<file path="config.mk">
export PLATFORM = sky130hd
export DESIGN_NAME = apb_master_bridge
export DESIGN_NICKNAME = d
export VERILOG_FILES = /design/src/rtl/apb_master_bridge.sv
export SDC_FILE = /design/constraint.sdc
export NUM_CORES = 1
export LEC_CHECK = 0
export CAP_MARGIN = 15
export CORE_MARGIN = 2
export CORE_UTILIZATION = 46
export CTS_BUF_LIST = sky130_fd_sc_hd__clkbuf_8
export DETAILED_ROUTE_END_ITERATION = 16
export GPL_ROUTABILITY_DRIVEN = 0
export PLACE_DENSITY = 0.87
export SYNTH_ARGS = -nofsm -noshare
export SYNTH_HDL_FRONTEND = slang
export SYNTH_SLANG_ARGS = --single-unit
</file>
<file path="constraint.sdc">
create_clock -name clk_i -period 9.6 [get_ports clk_i]
set_clock_uncertainty 0.05 [all_clocks]
set_input_delay 0.96 -clock clk_i [delete_from_list [all_inputs] [get_ports clk_i]]
set_output_delay 0.96 -clock clk_i [all_outputs]
set_load 0.1 [all_outputs]
</file>
<file path="src/rtl/apb_master_bridge.sv">
// apb_master_bridge
//
// Single-outstanding APB4 initiator. A valid/ready request port is turned into one
// APB SETUP + ACCESS transfer; the result is returned on a valid/ready response port.
// ACCESS phases that run too long are aborted with an error/timeout response.
//
// Ports:
//   clk_i, rst_i         clock (rising edge), asynchronous active-high reset
//   req_valid_i/ready_o  request handshake; ready only while idle
//   req_addr_i           byte address
//   req_write_i          1 = write, 0 = read
//   req_wdata_i          write data
//   req_wstrb_i          write byte strobes
//   rsp_valid_o/ready_i  response handshake; fields held until consumed
//   rsp_rdata_o          read data (0 for writes and timeouts)
//   rsp_error_o          pslverr or timeout
//   rsp_timeout_o        error was caused by timeout
//   paddr_o .. pstrb_o   APB requester outputs
//   prdata_i, pready_i,
//   pslverr_i            APB completer inputs
module apb_master_bridge #(
    parameter int unsigned ADDR_WIDTH     = 32,
    parameter int unsigned DATA_WIDTH     = 32,
    parameter int unsigned TIMEOUT_CYCLES = 256,
    localparam int unsigned STRB_WIDTH    = DATA_WIDTH / 8
) (
    input  logic                  clk_i,
    input  logic                  rst_i,

    input  logic                  req_valid_i,
    output logic                  req_ready_o,
    input  logic [ADDR_WIDTH-1:0] req_addr_i,
    input  logic                  req_write_i,
    input  logic [DATA_WIDTH-1:0] req_wdata_i,
    input  logic [STRB_WIDTH-1:0] req_wstrb_i,

    output logic                  rsp_valid_o,
    input  logic                  rsp_ready_i,
    output logic [DATA_WIDTH-1:0] rsp_rdata_o,
    output logic                  rsp_error_o,
    output logic                  rsp_timeout_o,

    output logic [ADDR_WIDTH-1:0] paddr_o,
    output logic                  psel_o,
    output logic                  penable_o,
    output logic                  pwrite_o,
    output logic [DATA_WIDTH-1:0] pwdata_o,
    output logic [STRB_WIDTH-1:0] pstrb_o,
    input  logic [DATA_WIDTH-1:0] prdata_i,
    input  logic                  pready_i,
    input  logic                  pslverr_i
);

    // A zero timeout still needs a legal (unused) one-bit counter.
    localparam int unsigned CNT_W =
        (TIMEOUT_CYCLES > 0) ? $clog2(TIMEOUT_CYCLES + 1) : 1;
    localparam logic [CNT_W-1:0] CNT_LAST = CNT_W'(TIMEOUT_CYCLES - 1);
    localparam logic [CNT_W-1:0] CNT_ONE  = CNT_W'(1);

    typedef enum logic [1:0] {
        StIdle,
        StSetup,
        StAccess,
        StResp
    } state_e;

    state_e                state_q, state_d;
    logic [ADDR_WIDTH-1:0] paddr_q, paddr_d;
    logic                  pwrite_q, pwrite_d;
    logic [DATA_WIDTH-1:0] pwdata_q, pwdata_d;
    logic [STRB_WIDTH-1:0] pstrb_q, pstrb_d;
    logic [DATA_WIDTH-1:0] rdata_q, rdata_d;
    logic                  error_q, error_d;
    logic                  timeout_q, timeout_d;
    logic [CNT_W-1:0]      cnt_q, cnt_d;

    always_ff @(posedge clk_i or posedge rst_i) begin
        if (rst_i) begin
            state_q   <= StIdle;
            paddr_q   <= '0;
            pwrite_q  <= 1'b0;
            pwdata_q  <= '0;
            pstrb_q   <= '0;
            rdata_q   <= '0;
            error_q   <= 1'b0;
            timeout_q <= 1'b0;
            cnt_q     <= '0;
        end else begin
            state_q   <= state_d;
            paddr_q   <= paddr_d;
            pwrite_q  <= pwrite_d;
            pwdata_q  <= pwdata_d;
            pstrb_q   <= pstrb_d;
            rdata_q   <= rdata_d;
            error_q   <= error_d;
            timeout_q <= timeout_d;
            cnt_q     <= cnt_d;
        end
    end

    always_comb begin
        state_d   = state_q;
        paddr_d   = paddr_q;
        pwrite_d  = pwrite_q;
        pwdata_d  = pwdata_q;
        pstrb_d   = pstrb_q;
        rdata_d   = rdata_q;
        error_d   = error_q;
        timeout_d = timeout_q;
        cnt_d     = cnt_q;

        unique case (state_q)
            StIdle: begin
                if (req_valid_i) begin
                    paddr_d  = req_addr_i;
                    pwrite_d = req_write_i;
                    pwdata_d = req_wdata_i;
                    pstrb_d  = req_write_i ? req_wstrb_i : '0;
                    state_d  = StSetup;
                end
            end
            StSetup: begin
                cnt_d   = '0;
                state_d = StAccess;
            end
            StAccess: begin
                // pready takes priority over a timeout landing in the same cycle.
                if (pready_i) begin
                    rdata_d   = pwrite_q ? '0 : prdata_i;
                    error_d   = pslverr_i;
                    timeout_d = 1'b0;
                    state_d   = StResp;
                end else if ((TIMEOUT_CYCLES != 0) && (cnt_q == CNT_LAST)) begin
                    rdata_d   = '0;
                    error_d   = 1'b1;
                    timeout_d = 1'b1;
                    state_d   = StResp;
                end else if (cnt_q != '1) begin
                    cnt_d = cnt_q + CNT_ONE;
                end
            end
            StResp: begin
                if (rsp_ready_i) begin
                    state_d = StIdle;
                end
            end
            default: begin
                state_d = StIdle;
            end
        endcase
    end

    // Handshake and strobe outputs decode the state register directly so that an
    // asynchronous reset clears them without waiting for a clock edge.
    assign req_ready_o   = (state_q == StIdle);
    assign psel_o        = (state_q == StSetup) || (state_q == StAccess);
    assign penable_o     = (state_q == StAccess);
    assign rsp_valid_o   = (state_q == StResp);
    assign rsp_rdata_o   = rdata_q;
    assign rsp_error_o   = error_q;
    assign rsp_timeout_o = timeout_q;
    assign paddr_o       = paddr_q;
    assign pwrite_o      = pwrite_q;
    assign pwdata_o      = pwdata_q;
    assign pstrb_o       = pstrb_q;

endmodule

</file>
# Yosys cells after proc, flatten, opt, wreduce, memory -nomap -nowiden
# Index checks and enable logic that the tools add are counted.
# totals
regBits,114
output_inout_bits,107
# classes
n_addsub,1
eq_ne,11
mux,16
n_reduce_logical,8
# op_table
operator,count
$mux W32,3
$mux W9,3
$pmux W9 S2,1
$add A9 B1 Y9 const B,1
$eq A9 B8 Y1 const B,1
$ne A9 B9 Y1 const B,1
$mux W2,4
$pmux W2 S4,1
$ne A2 B2 Y1 const B,3
$eq A2 B2 Y1 const B,2
$mux W4,1
$ne A2 B1 Y1 const B,2
$reduce_and A2 Y1,2
$reduce_and A4 Y1,1
$reduce_bool A2 Y1,2
$mux W1,3
$ne A3 B1 Y1 const B,1
$reduce_and A3 Y1,1
$eq A2 B1 Y1 const B,1
$logic_not A2 Y1,1
$logic_or A1 B1 Y1,1

# Logic depth before layout (Yosys ltp)
# depth
word_depth,5
ltp_mapped,8
mapped_depth_nobuf,7

# Least setup slack after synthesis
# Ideal clock, no wire load.
# synth_path
path_kind,register to register
from,register state_q[0]
to,register cnt_q[7]
arrival_time_ns,2.409
setup_slack_ns,7.063
path_stages_with_launch,7
path_cell_list,dfrtp_1 -> inv_1 -> ha_1 -> nor4b_4 -> o2111ai_2 -> or3_1 -> a21oi_1
# synth_via
elab_chain_len,3
# synth_rtl
element,line,source
start: declaration,67,"state_e state_q, state_d;"
start signal: assignment,79,state_q <= StIdle;
start signal: assignment,89,state_q <= state_d;
$eq A2 B2 Y1 (*),-,
via penable_o,45,"output logic penable_o,"
"$ne A2 B1 Y1 (no line), or another cell as far along",-,
$reduce_and A4 Y1 (no line),-,
end signal: assignment,97,cnt_q <= cnt_d;
end: declaration,75,"logic [CNT_W-1:0] cnt_q, cnt_d;"
# Mark *: on every way through the listed nets, which the timed path passes. The rest lies on a longest branch.
# A chain may end at the register's enable or synchronous reset.

# Worst setup path after layout
# layout_path
from,register state_q[0]
to,output port penable_o
# layout_via
elab_chain_len,1
# layout_rtl
element,line,source
$eq A2 B2 Y1,157,assign penable_o = (state_q == StAccess);
end: declaration,45,
# No other way between the ends.

==> load_flow_metrics.sql <==
INSERT INTO impl_metrics (metric_group, metric, value, unit) VALUES
('setup_path', 'crit_required', '8.59', 'ns'),
('synthesis', 'synth.yosys.seq_area_share', '0.6250', ''),
('cts', 'clk-insertion-delay-late', '0.43', 'ns'),
('setup_path', 'timing_worst_setup_path_type', 'reg2out', ''),
('sta', 'setup_repair_after_global_routing_missed_its_margin', 'no', ''),
('sta', 'report.final.setup_viol', '0', ''),
('final_layout', 'fin_nets', '701', ''),
('sta', 'final.setup.tns', '0', 'ns'),
('setup_path', 'timing.critical_path.fanout_max', '15', ''),
('sta', 'post-route-period-util', '0.3891', ''),
('floorplan', 'die_area', '0.01074', 'sq mm'),
('synthesis', 'post_synth_net_total', '485', ''),
('global_route', 'grt_start_max_net_pins', '74', ''),
('cts', 'cts_max_level', '4', ''),
('flow_run', 'maxcap_violations', '0', ''),
('routing', 'drc_errors', '0', ''),
('synthesis', 'ys_types', '27', ''),
('global_route', 'track_usage', '0.2394', ''),
('synthesis', 'synth-warning-count', '0', ''),
('synthesis', 'synthesis.instances', '370', ''),
('cts', 'clkSinkCount', '114', ''),
('sta', 'final_number_of_hold_violating_endpoints', '0', ''),
('global_route', 'grt_first_pass_wirelength', '19890', 'um'),
('routing', 'drt-wirelength-per-cell', '16.84', 'um'),
('sta', 'final.min_clock_period', '3.735', 'ns'),
('synthesis', 'syn_area', '0.004564', 'sq mm'),
('setup_path', 'crit-reg2reg-launch', 'cnt_q[0]', ''),
('hold_path', 'hp-class', 'reg2reg', ''),
('placed_design', 'detailedPlacementHpwl', '8752', 'um'),
('global_route', 'globalRouteOverflowTotal', '0', ''),
('global_route', 'antenna_found_initial', '0', ''),
('routing', 'viasPerCell', '4.917', ''),
('placed_design', 'quantity_of_i_o_buffers_inserted_on_ports', '213', ''),
('setup_path', 'worstSetupStartpointType', 'flop', ''),
('sta', 'tightest_slew', '1.029', 'ns'),
('floorplan', 'dieWidth', '103.6', 'um'),
('sta', 'postLayoutSetupSlackWorst', '5.865', 'ns'),
('routing', 'antenna_left', '0', ''),
('setup_path', 'worst-r2r-cell-count', '7', ''),
('routing', 'dr_total_vias', '3594', ''),
('cts', 'clock_tree_from_tritoncts', 'done', ''),
('final_layout', 'final.fill_count', '647', ''),
('setup_path', 'critPathCaptureType', 'primary output', ''),
('floorplan', 'io_pins', '214', ''),
('routing', 'detailedRoute.firstPassIterationCount', '4', ''),
('final_layout', 'antenna-diode-count', '0', ''),
('floorplan', 'start_util', '0.4713', ''),
('cts', 'cts_buffers', '17', ''),
('global_route', 'grt_pass1_vias', '3750', ''),
('sta', 'achievable_clock_frequency', '267.7', 'MHz'),
('floorplan', 'core.rowCount', '36', ''),
('floorplan', 'die_height', '103.6', 'um'),
('placed_design', 'pre_cts_slack', '6.354', 'ns'),
('cts', 'path_clk_slew', '0.08', 'ns'),
('routing', 'first_iter_violations', '154', ''),
('cts', 'cts.path.max_buffers', '2', ''),
('setup_path', 'critPathCapture', 'penable_o', ''),
('final_layout', 'design_area', '0.007308', 'sq mm'),
('final_layout', 'syn2layout_area_growth', '60.12', '%'),
('cts', 'post_cts.repair.setup_buffers', '0', ''),
('cts', 'hold_fix_buffer_count_after_cts', '0', ''),
('setup_path', 'startpoint', 'state_q[0]', ''),
('status', 'status', 'finished, final reports clean', ''),
('final_layout', 'share_of_post_route_cells_with_drive_strength_above_1', '0.1773', ''),
('synthesis', 'ys_seq_elements', '114', ''),
('setup_path', 'rrSetupSlack', '7.15', 'ns'),
('placed_design', 'placedInstanceArea', '0.006834', 'sq mm'),
('sta', 'relSlewSlack', '0.3117', ''),
('cts', 'ctsResizeCount', '0', ''),
('setup_path', 'cp_data_arrival_time', '2.73', 'ns'),
('routing', 'routed_wire_length', '12310', 'um'),
('floorplan', 'core_area', '0.009684', 'sq mm'),
('sta', 'timing_max_transition_violations_final', '0', ''),
('setup_path', 'worst_r2r_endpoint', 'cnt_q[7]', ''),
('cts', 'cts.root.buffer_cell', 'sky130_fd_sc_hd__clkbuf_8', ''),
('synthesis', 'syn_avg_cell_area', '12.34', 'sq um');
-- cell usage in the layout, fill, tap and decap left out, drive strengths merged --
cell	instances
nand2	78
a21oi	5
o211ai	1
clkbuf	19
o21ai	40
ha	8
nor2b	2
or3	2
nand2b	1
dfrtp	114
inv	9
nor4b	1
mux2	67
or4	1
clkinv	2
o22ai	1
xor2	3
buf	4
nand3	1
nand4b	1
and3	3
xnor2	1
clkinvlp	2
clkdlybuf4s50	213
nor2	6
a22o	3
o2111ai	3
bufinv	6
o32a	1
-- critical path: stages (launching register included) --
cell and delay [ns]:
sky130_fd_sc_hd__dfrtp_1 0.42, sky130_fd_sc_hd__inv_1 0.13, sky130_fd_sc_hd__ha_1 0.50, sky130_fd_sc_hd__clkdlybuf4s50_1 1.24
-- state kept, by name (all words and copies together), names as in the netlist --
name,cells
paddr_o,32
pwdata_o,32
rsp_rdata_o,32
cnt_q,9
pstrb_o,4
state_q,2
pwrite_o,1
rsp_error_o,1
rsp_timeout_o,1
-- cell type report --
class | count | area (sq um) | area share
clock buffers | 19 | 261.5 | 0.03578
clock inverters | 12 | 212.7 | 0.02910
inverters | 7 | 28.78 | 0.003938
multi-input cells | 229 | 1624 | 0.2222
flip-flops and latches | 114 | 2853 | 0.3903
well taps | 133 | 166.4 | 0.02277
repair buffers | 217 | 2162 | 0.2958
-- per-stage QoR --
step,cells,util,hold slack [ns]
6_report,731,0.7547,0.4295
3_5_place_dp,700,0.7057,0.4193
3_3_place_gp,700,0.7057,0.4139
2_1_floorplan,370,-,0.4404
5_1_grt,731,0.7547,0.4527
4_1_cts,731,0.7547,0.4343
-- worst min path at each step --
stage,start,endpoint,slack (ns),cells past startpoint
after CTS,rsp_rdata_o[13],rsp_rdata_o[13],0.43,2
final,rsp_rdata_o[13],rsp_rdata_o[13],0.43,2
after floorplan,cnt_q[5],cnt_q[5],0.44,2
after global routing,rsp_rdata_o[13],rsp_rdata_o[13],0.45,2
after detailed placement,rsp_rdata_o[13],rsp_rdata_o[13],0.42,2
after global placement,rsp_rdata_o[13],rsp_rdata_o[13],0.41,2
-- synthesized netlist by cell type --
library cell	n	area (sq um)
sky130_fd_sc_hd__xor2_1	3	26.28
sky130_fd_sc_hd__nor2b_1	2	12.51
sky130_fd_sc_hd__nand2_1	78	292.8
sky130_fd_sc_hd__clkbuf_1	18	67.56
sky130_fd_sc_hd__buf_2	1	5.000
sky130_fd_sc_hd__or3_1	2	12.51
sky130_fd_sc_hd__dfrtp_1	114	2853
sky130_fd_sc_hd__xnor2_1	1	8.760
sky130_fd_sc_hd__nor4b_4	1	23.77
sky130_fd_sc_hd__o2111ai_2	1	15.01
sky130_fd_sc_hd__o21ai_0	40	200.2
sky130_fd_sc_hd__a22o_1	3	26.28
sky130_fd_sc_hd__inv_1	7	26.28
sky130_fd_sc_hd__a21oi_1	5	25.02
sky130_fd_sc_hd__nor2_1	6	22.52
sky130_fd_sc_hd__nand4b_1	1	8.760
sky130_fd_sc_hd__o2111ai_1	2	17.52
sky130_fd_sc_hd__o211ai_1	1	7.510
sky130_fd_sc_hd__and3_1	3	18.77
sky130_fd_sc_hd__nand2b_1	1	6.260
sky130_fd_sc_hd__or4_1	1	7.510
sky130_fd_sc_hd__o32a_1	1	10.01
sky130_fd_sc_hd__nand3_1	1	5.000
sky130_fd_sc_hd__mux2_2	67	754.5
sky130_fd_sc_hd__o22ai_1	1	6.260
sky130_fd_sc_hd__clkbuf_2	1	5.000
sky130_fd_sc_hd__ha_1	8	100.1
-- layer usage --
metal	global-route usage	vias up	part of all wire
li1	-	1696	-
met1	0.2607	1726	0.38
met2	0.4319	144	0.53
met3	0.07678	28	0.064
met4	0.09556	0	0.025
met5	0	-	0
-- logic make-up after synthesis --
family / count (synthesis) / share of synthesized area
AOI/OAI and AO/OA: 54 / 0.06744
xor gates and xnor gates: 4 / 0.007677
adders and majority gates: 8 / 0.02193
buffers and inverters: 27 / 0.02275
DFF: 114 / 0.6250
muxes: 67 / 0.1653
and+or+nand+nor: 96 / 0.08991
Power is not shown: default switching activity piles up to over one toggle a cycle in this logic, so the estimate is an artifact.
